### src/rtl/fmap_stream_tx.sv
`timescale 1ns/1ps
`default_nettype none
// ============================================================================
// Module   : fmap_stream_tx
// Brief    : Fills a binary feature-map frame store via valid/ready, then
//            replays the whole frame in raster order, one pixel per cycle.
// Revision : 1.0 - initial release
// ============================================================================
module fmap_stream_tx #(
    parameter int WIDTH        = 13,
    parameter int HEIGHT       = 13,
    parameter int NUM_CHANNELS = 8
) (
    input  logic                    clk,
    input  logic                    rst_n,
    input  logic [NUM_CHANNELS-1:0] in_pixel,
    input  logic                    in_valid,
    output logic                    in_ready,
    output logic [NUM_CHANNELS-1:0] pixel_out,
    output logic                    valid_out,
    output logic                    frame_first,
    output logic                    frame_last
);

    localparam int              C_N    = WIDTH * HEIGHT;
    localparam int              C_AW   = (C_N > 1) ? $clog2(C_N) : 1;
    localparam logic [C_AW-1:0] C_LAST = C_AW'(C_N - 1);

    typedef enum logic [0:0] {
        S_FILL   = 1'b0,
        S_STREAM = 1'b1
    } state_t;

    state_t                  state_q, state_d;
    logic [C_AW-1:0]         wr_addr_q, wr_addr_d;
    logic [C_AW-1:0]         rd_addr_q, rd_addr_d;
    logic                    ready_en_q;
    logic [NUM_CHANNELS-1:0] pixel_q, pixel_d;
    logic                    valid_q, valid_d;
    logic                    first_q, first_d;
    logic                    last_q, last_d;
    logic [NUM_CHANNELS-1:0] store_q [C_N];
    logic                    w_accept;

    // ready_en_q holds in_ready low through reset and for the release cycle
    assign in_ready    = ready_en_q && (state_q == S_FILL);
    assign w_accept    = in_valid && in_ready;
    assign pixel_out   = pixel_q;
    assign valid_out   = valid_q;
    assign frame_first = first_q;
    assign frame_last  = last_q;

    always_comb begin
        state_d   = state_q;
        wr_addr_d = wr_addr_q;
        rd_addr_d = rd_addr_q;
        pixel_d   = '0;
        valid_d   = 1'b0;
        first_d   = 1'b0;
        last_d    = 1'b0;
        case (state_q)
            S_FILL: begin
                if (w_accept) begin
                    if (wr_addr_q == C_LAST) begin
                        wr_addr_d = '0;
                        state_d   = S_STREAM;
                    end else begin
                        wr_addr_d = wr_addr_q + 1'b1;
                    end
                end
            end
            S_STREAM: begin
                pixel_d = store_q[rd_addr_q];
                valid_d = 1'b1;
                first_d = (rd_addr_q == '0);
                last_d  = (rd_addr_q == C_LAST);
                if (rd_addr_q == C_LAST) begin
                    rd_addr_d = '0;
                    state_d   = S_FILL;
                end else begin
                    rd_addr_d = rd_addr_q + 1'b1;
                end
            end
            default: state_d = S_FILL;
        endcase
    end

    always_ff @(posedge clk) begin
        if (!rst_n) begin
            state_q    <= S_FILL;
            wr_addr_q  <= '0;
            rd_addr_q  <= '0;
            ready_en_q <= 1'b0;
            pixel_q    <= '0;
            valid_q    <= 1'b0;
            first_q    <= 1'b0;
            last_q     <= 1'b0;
        end else begin
            state_q    <= state_d;
            wr_addr_q  <= wr_addr_d;
            rd_addr_q  <= rd_addr_d;
            ready_en_q <= 1'b1;
            pixel_q    <= pixel_d;
            valid_q    <= valid_d;
            first_q    <= first_d;
            last_q     <= last_d;
        end
    end

    // Store is deliberately left uncleared by reset; a full refill precedes any read.
    always_ff @(posedge clk) begin
        if (rst_n && w_accept) begin
            store_q[wr_addr_q] <= in_pixel;
        end
    end

endmodule
`default_nettype wire

### config.mk
export PLATFORM = sky130hd
export DESIGN_NAME = fmap_stream_tx
export DESIGN_NICKNAME = d
export VERILOG_FILES = /design/src/rtl/fmap_stream_tx.sv
export SDC_FILE = /design/constraint.sdc
export NUM_CORES = 1
export LEC_CHECK = 0
export BUFFER_PORTS_ARGS = -buffer_cell sky130_fd_sc_hd__buf_2
export CORE_UTILIZATION = 35
export CTS_CLUSTER_DIAMETER = 150
export CTS_CLUSTER_SIZE = 12
export DETAILED_ROUTE_END_ITERATION = 16
export GPL_ROUTABILITY_DRIVEN = 0
export PLACE_DENSITY_LB_ADDON = 0.1
export SYNTH_ARGS = -nofsm -noshare
export SYNTH_HDL_FRONTEND = slang
export SYNTH_SLANG_ARGS = --single-unit
export TNS_END_PERCENT = 5
### constraint.sdc
create_clock -name clk -period 6.1 [get_ports clk]
set_input_delay 0.61 -clock clk [delete_from_list [all_inputs] [get_ports clk]]
set_output_delay 0.61 -clock clk [all_outputs]
set_load 0.01 [all_outputs]
# Word level (Yosys, flattened, before mapping)
# Memory sizes are Yosys's and may differ from the RTL's. A register that Yosys moved wholly into a read port is not among the register bits.
# Cells that the tools add are included.
dict set report totals {
  regBits 21
  input_bits 11
  ramBits 1352
  out_inout_bits 12
  memories 1
  word_cells 30
}
# name words width rd rd_clocked_by_memory_dff write_ports line
set memory_table {}
lappend memory_table {store_q 169 8 1 1 1 42} ;# logic [NUM_CHANNELS-1:0] store_q [C_N];
dict set report op_classes {
  n_eq_ne 2
  add_sub_neg 2
  n_bitwise 1
  reduce_logical 7
  muxes 10
}
# cell count
set op_table {}
lappend op_table {{8-bit by 1-bit adder with 8-bit output, second input constant} 2}
lappend op_table {{8-bit == test, second input constant} 2}
lappend op_table {{8-bit two-way mux} 2}
lappend op_table {{8-bit zero test} 1}
lappend op_table {{1-bit two-way mux} 7}
lappend op_table {{2-bit AND reduction} 2}
lappend op_table {{1-bit logical AND} 3}
lappend op_table {{1-bit one-hot mux with 2 select lines} 1}
lappend op_table {{1-bit zero test} 1}
lappend op_table {{1-bit inverter} 1}

# Logic depth before layout (Yosys ltp)
# Gate-level depths: netlist of run 1.
dict set report logic_depth {
  depth_word 6
  mapped_depth 13
  mapped_depth_nobuf 8
}

# Worst setup path after synthesis of run 1
# No wires, ideal clock.
dict set report synth_timing {
  path_type {register to register}
  start {reg state_q}
  end {mem store_q[124][0] (enable)}
  t_arrival_ns 2.253
  synth_period_minus_slack_ns 2.624
  setup_ns 0.371
  path_buffers 3
  slack_ns 3.476
  path_stages_with_launch 8
  required_ns 5.729
  path_cell_list {dfxtp_1 -> clkbuf_1 -> nor2b_1 -> and2_1 -> clkbuf_1 -> buf_1 -> nand4_1 -> nor2_1}
}
dict set report synth_via {
  elab_chain_len 6
}
# item line
set synth_lines {}
lappend synth_lines {{start: declaration} 34} ;# state_t state_q, state_d;
lappend synth_lines {{start signal: assignment} 99} ;# state_q <= state_d;
lappend synth_lines {{1-bit inverter} -}
lappend synth_lines {{1-bit logical AND} 46} ;# assign in_ready = ready_en_q && (state_q == S_FILL);
lappend synth_lines {{named net in_ready} 18} ;# output logic in_ready,
lappend synth_lines {{1-bit logical AND} 47} ;# assign w_accept = in_valid && in_ready;
lappend synth_lines {{1-bit logical AND} 112} ;# if (rst_n && w_accept) begin
lappend synth_lines {{1-bit two-way mux} 112}
lappend synth_lines {{1-bit two-way mux (not written as such)} 113} ;# store_q[wr_addr_q] <= in_pixel;
lappend synth_lines {{end: declaration} 42}
# The timed path passes the listed nets, and every way through them passes these cells.

==> summary.txt, run 1 <==
WL/cell - 32.53 µm
Period minus WS final - 4.053 ns
Worst setup SP type - register
Pwr Density - 301.8 mW/mm²
count leader, synth - edfxtp_1
Max-Cap Viols - 0
Max Fclk - 246.8 MHz
Root Buffer - clkbuf_16
leading area contributor after synthesis - edfxtp_1
Register Area - 0.04120 mm²
FP Rows - 143
post-CTS sizing - 0
Clock Skew - 0.03092 ns
drt via density - 5.532
Clk Latency, worst-skew pair - 0.78 ns
outcome - complete, no violations
Netlist Area Pre-Place - 0.05396 mm²
EDFF count, synth - 1352
Top Ports - 23
Clock Tree Buf Depth - 3
Routed Wire Length - 155800 µm
initial cell density of the core - 35.40%
R2R Path Start - rd_addr_q[4]
H-Tree Depth - 4
Ys Warns - 0
arrival time at the worst endpoint - 4.70 ns
RSZ-0062 raised after global routing - no
global-route wire length before repair - 219400 µm
CP Capture Type - register
asr flop ratio synth - 0%
die height - 394.6 µm
area post-placement - 0.05642 mm²
multi-input gate area in the final layout - 0.01188 mm²
Min-Delay Path Class - in2reg
Area Growth Syn to Fin - 11.40%
fraction of layout cells with a size suffix above 1 - 21.47%
PortBufs - 22
Final Total Pwr - 18.14 mW
Synth Flop Type - edfxtp_1
crit path launch - rd_addr_q[4]
Worst-path clk slew - 0.07 ns
static leakage - 17.73 nW
CTS tree - built
slew at the pin closest to its max-slew limit - 1.123 ns
Final Cell Area - 0.06011 mm²
full die area - 0.1557 mm²
final period utilization - 66.44%
nets - 2730
Mapped Avg Cell Area - 20.38 µm²
synth top area cells - edfxtp_1, mux4_2, mux2i_1
grt ovf - 0
CP Class - reg2reg
CTS Buf Count - 133
post-CTS setup buffers - 0
max-slew violations - 0
Synth Net Count - 2664
DP Wirelength - 95790 µm
largest net degree at the start of global routing - 111
Hold-fix buffers, CTS - 0
initial antenna violation count - 6
Syn Inst Count - 2647
Via Count - 26500
Sum Neg Setup Slack - 0 ns
# fillers - 13610
DRC errors left - 0
hold path startpoint - rst_n
synth cell count leaders - edfxtp_1, mux4_2, nor2_1, mux2i_1, nand2_1
vias in the first global route - 27390
Total GRT Usage - 20.08%
post-synth top area share - 75.24%
clock tree sinks - 1381
Synth cell types - 60
# setup viols final - 0
CP required - 6.74 ns
TritonRoute pass-1 iters - 6
CP max FO - 36
die width - 394.6 µm
DRT iter0 DRCs - 2803
Max VDD drop - 0.3119 mV
sequential-to-total area share from yosys stat - 76.32%
area of the core - 0.1524 mm²
Hold Fails Final Rpt - 0
Max transition margin - 25.03%
synthesized flop and latch total - 1381
antenna-violating nets left - 0
## report_power, final
part / switching (mW) / total [mW] / leakage [nW] / internal, mW
sequential: 0.00233 / 10.4 / 12.4 / 10.4
combinational: 0.189 / 0.206 / 3.56 / 0.0178
clock: 3.46 / 7.52 / 1.79 / 4.06
total: 3.65 / 18.1 / 17.7 / 14.5
## sequential cells by signal, indices dropped and copies added, names as in the netlist
name and cells:
store_q 1352, wr_addr_q 8, pixel_out 8, state_q 1, frame_last 1, valid_out 1
frame_first 1, rd_addr_q 8, ready_en_q 1
## cell usage in the layout (no fill, tap or decap), types with 6 or more instances in the layout
cell type,netlist,layout
edfxtp_1,1352,1352
mux4_2,317,317
nor2_1,204,203
clkbuf_16,0,137
mux2i_1,105,105
nand2_1,100,100
buf_4,26,59
nand3_1,53,43
a21oi_1,43,43
o21ai_0,37,37
clkbuf_1,64,32
dfxtp_1,29,23
a22oi_1,22,22
a221oi_1,21,21
nor2b_1,18,18
o22ai_1,18,18
buf_2,36,14
nand4_1,12,12
mux2_2,12,12
nor3_1,11,11
nand3_2,0,10
a31oi_1,10,10
and2_1,8,8
o211ai_1,8,8
buf_6,18,8
buf_12,0,8
o31ai_1,7,7
and3_1,7,7
a211oi_1,7,7
nor4_1,7,7
ha_1,6,6
## through the flow
step / hold WS (ns) / setup WS [ns] / cells / utilization [%]
after floorplan: 0.5537 / 3.476 / 2647 / -
after global placement: 0.5893 / 1.999 / 4608 / 37.01
after detailed placement: 0.6033 / 1.943 / 4608 / 37.01
after CTS: 0.1471 / 1.938 / 4787 / 39.43
after global routing: 0.1798 / 1.837 / 4787 / 39.43
final: 0.2031 / 2.047 / 4790 / 39.43
## per-layer routing
layer  wire length [µm]  global-route usage [%]  part of all wire (%)
met2              75750                   32.66                    49
met5                 21                       0                 0.013
met4               3730                   5.572                   2.4
met3               7882                   3.092                   5.1
met1              68440                   28.02                    44
## layout make-up
class / instances / share of cell area [%]
Antenna cell: 3 / 0.01249
Clock buffer: 169 / 5.903
Sequential cell: 1381 / 68.54
Timing Repair Buffer: 89 / 1.270
Multi-Input combinational cell: 1098 / 19.77
Inverter: 10 / 0.06245
Clock inverter: 10 / 0.2186
Tap cell: 2030 / 4.226
## critical path: stages, from the launching register on
cell and delay (ns):
dfxtp_4 0.52, buf_4 0.43, buf_4 0.69, mux4_2 0.41, nand2_1 0.09, a21oi_1 0.16, a2111oi_0 0.88, a21oi_1 0.33
a31oi_1 0.25, nor2_1 0.09
## path summary, 6_finish.rpt
check | end | slack, ns | cells past startpoint
worst max register to register | pixel_out[6] | 2.05 | 9
worst min-delay path | ready_en_q | 0.20 | 1
worst min register to register | wr_addr_q[7] | 0.63 | 2
worst max-delay path | pixel_out[6] | 2.05 | 9
## cell families (layout without fill, tap and decap cells)
group	Yosys count	in the layout	synth area share, %
flops	1381	1381	76.32
simple gates	435	435	3.506
mux	434	434	15.43
compound gates	216	216	2.725
buf+inv	168	278	1.767
xor+xnor	7	7	0.1136
fa+ha+maj	6	6	0.1391
other cells	0	3	0
No activity file was read; power rests on OpenSTA's default activity.
==> run 2, diff against run 1 <==
Settings changed: ABC_AREA set to 1.
Clock period 6.1 ns to 3.8 ns, I/O delays scaled along.
==> run 2 against run 1 <==
Via count grew 36%. Power is 62% higher. Core utilization is 0.25 points higher. Maximum frequency increased by 29%. Critical path depth down 2. Hold slack worse by 0.12 ns. Register-to-register slack worse by 1.4 ns. Clock-buffer cell count up 5. Critical path type unchanged. Critical endpoint is now store_q[79][4].
==> summary.txt, run 2 <==
most frequent cells in the layout - edfxtp_1, nor2_1, nand2_1
synthesized flop and latch total - 1381 (unchanged)
commonest non-fill, non-tap cell in the layout - edfxtp_1
DRT iter0 DRCs - 3059 (+9.1%)
WL met3 - 9129 µm (+16%)
Ys Warns - 0 (unchanged)
PortBufs - 22 (unchanged)
Top Ports - 23 (unchanged)
Total GRT Usage - 21.39% (+1.3 points)
Syn Inst Count - 4676 (+77%)
global-route wire length before repair - 253700 µm (+16%)
Clock Tree Buf Depth - 3 (unchanged)
drt via density - 5.244 (-5.2%)
final period utilization - 82.63% (+16 points)
leading area contributor after synthesis - edfxtp_1
outcome - complete, no violations
R2R Path Start - state_q
full die area - 0.1623 mm² (+4.2%)
Netlist Area Pre-Place - 0.05623 mm² (+4.2%)
post-CTS setup buffers - 0 (unchanged)
largest net degree at the start of global routing - 138 (+24%)
synth cell count leaders - edfxtp_1, nor2_1, nand2_1, o21ai_0, nand3_1
count leader, synth - edfxtp_1
most flop-heavy register - store_q
max reg flops - 1352 (unchanged)
post-synth top area share - 72.20% (-3.0 points)
die height - 402.8 µm (+2.1%)
die width - 402.8 µm (+2.1%)
WL/cell - 25.48 µm (-22%)
slew at the pin closest to its max-slew limit - 1.311 ns (+0.1872 ns)
Max VDD drop - 0.4808 mV (+54%)
met2 WL - 80550 µm (+6.3%)
sequential-to-total area share from yosys stat - 73.24% (-3.1 points)
arrival time at the worst endpoint - 3.53 ns (-1.17 ns)
Mapped Avg Cell Area - 12.03 µm² (-41%)
Synth Flop Type - edfxtp_1
Max-Cap Viols - 0 (unchanged)
nets - 4748 (+74%)
Max transition margin - 12.54% (-12 points)
end of the worst hold path - ready_en_q
Hold Fails Final Rpt - 0 (unchanged)
CP max FO - 12 (-67%)
area of the core - 0.1589 mm² (+4.3%)
wl on met1 - 80450 µm (+18%)
# fillers - 15210 (+12%)
Routed Wire Length - 174500 µm (+12%)
WHS Path Cells - 2 (+1)
# setup viols final - 0 (unchanged)
r2r setup slk - 0.66 ns (-1.39 ns)
Worst setup SP type - register
DRC errors left - 0 (unchanged)
highest routed metal layer - met5
Max Fclk - 318.5 MHz (+29%)
Worst-path clk slew - 0.06 ns (about the same)
post-CTS sizing - 0 (unchanged)
FP Rows - 146 (+2.1%)
CTS Buf Count - 133 (unchanged)
clock tree sinks - 1381 (unchanged)
Clk Latency, worst-skew pair - 0.77 ns (about the same)
diode count - 0 (-3)
Clock Skew - 0.03537 ns (+0.004454 ns)
CP Class - reg2reg
CTS tree - built
CP Capture Type - register
CP required - 4.19 ns (-2.55 ns)
DP Wirelength - 102300 µm (+6.8%)
Post-Layout Cell Count - 6850 (+43%)
static leakage - 21.32 nW (+20%)
EDFF count, synth - 1352 (unchanged)
Sum Neg Setup Slack - 0 ns (unchanged)
H-Tree Depth - 4 (unchanged)
fraction of layout cells with a size suffix above 1 - 8.560% (-13 points)
grt ovf - 0 (unchanged)
antenna-violating nets left - 0 (unchanged)
Synth Net Count - 4693 (+76%)
hold path startpoint - rst_n
synth top area cells - edfxtp_1, nor2_1, o21ai_0
TritonRoute pass-1 iters - 5 (-1)
RSZ-0062 raised after global routing - no
Period minus WS final - 3.140 ns (-0.9127 ns)
asr flop ratio synth - 0% (unchanged)
Area Growth Syn to Fin - 12.15%
Min-Delay Path Class - in2reg
Pwr Density - 466.6 mW/mm² (+55%)
Synth cell types - 39 (-35%)
placed insts - 6667 (+45%)
max-slew violations - 0 (unchanged)
reg2reg end - store_q[79][4]
initial antenna violation count - 2 (-4)
Root Buffer - clkbuf_16
Via Count - 35920 (+36%)
initial cell density of the core - 35.38% (about the same)
R2R depth - 7 (-2)
vias in the first global route - 35150 (+28%)
-- run 2: cell types whose count changed after synthesis, sizes merged, moves of 107 or more --
cell / previous run / this run
mux4: 317 / 0
nand3: 53 / 318
nor2: 205 / 888
buf: 94 / 201
inv: 9 / 158
o21ai: 39 / 599
o22ai: 18 / 134
nand2: 100 / 679
-- run 2: how the worst max path moves through the flow --
| stage | depth (start not counted) | end | from |
|---|---|---|---|
| 2_1_floorplan | 8 | store_q[127][0] | state_q |
| 3_3_place_gp | 7 | store_q[79][6] | in_valid |
| 3_5_place_dp | 7 | store_q[111][1] | in_valid |
| 4_1_cts | 7 | store_q[111][4] | state_q |
| 5_1_grt | 7 | store_q[111][6] | state_q |
| 6_report | 7 | store_q[79][4] | state_q |
-- run 2: critical path: stages, from the launching register on --
cell	delay, ns
dfxtp_1	0.35
nor2_1	0.14
nand2_1	0.18
inv_1	0.20
nand2_1	0.14
nor2_1	0.21
inv_1	0.60
nor2_1	0.93
-- run 2: final cells by class --
cell class                 instances  area (µm²)  share of cell area (%)
clock buffer                     174        3652                   5.792
clock inverter                     8       113.9                  0.1806
inverter                         160       628.1                  0.9961
multi-input combinational       2827       12780                   20.26
sequential                      1381       41200                   65.33
tap                             2072        2592                   4.111
timing repair buffer             228        2097                   3.326
-- run 2: routing by layer --
metal	global-route usage (%)	vias to the layer above
met1	30.59	18090
met5	0	-
met3	3.192	216
met4	5.930	2
li1	-	16700
met2	33.82	918
-- run 2: repair_timing --
action	4_1_cts	5_1_grt
endpoints found under the setup margin	0	0
hold endpoints to repair	34	0
hold buffers	1	0
-- run 2: stage by stage --
step	utilization, %	hold WS [ns]	total power, mW	setup slack (ns)	instance area [µm²]
global route	39.68	0.04480	30.24	0.5004	63060
finish	39.68	0.08485	29.42	0.6601	63060
global placement	37.30	0.5095	17.41	0.6002	59280
CTS	39.68	0.03154	29.71	0.6600	63060
detailed placement	37.30	0.5212	17.42	0.5912	59280
floorplan	-	0.4077	17.07	1.650	56230
-- run 2: cell families (layout without fill, tap and decap cells) --
logic type,count (synthesis),after routing,share of synthesized area (%)
AND/OR/NAND/NOR,1919,1919,13.67
buffers and inverters,468,570,4.057
flip-flops,1381,1381,73.24
AO/OA/AOI/OAI,899,899,8.856
adder cells (fa/ha/maj),6,6,0.1335
XOR/XNOR,3,3,0.04674
-- run 2: power breakdown --
part | internal (mW) | switching [mW] | leakage (nW) | total (mW)
sequential | 16.7 | 0.00259 | 12.4 | 16.7
clock | 6.69 | 5.66 | 1.83 | 12.3
combinational | 0.0440 | 0.322 | 7.11 | 0.366
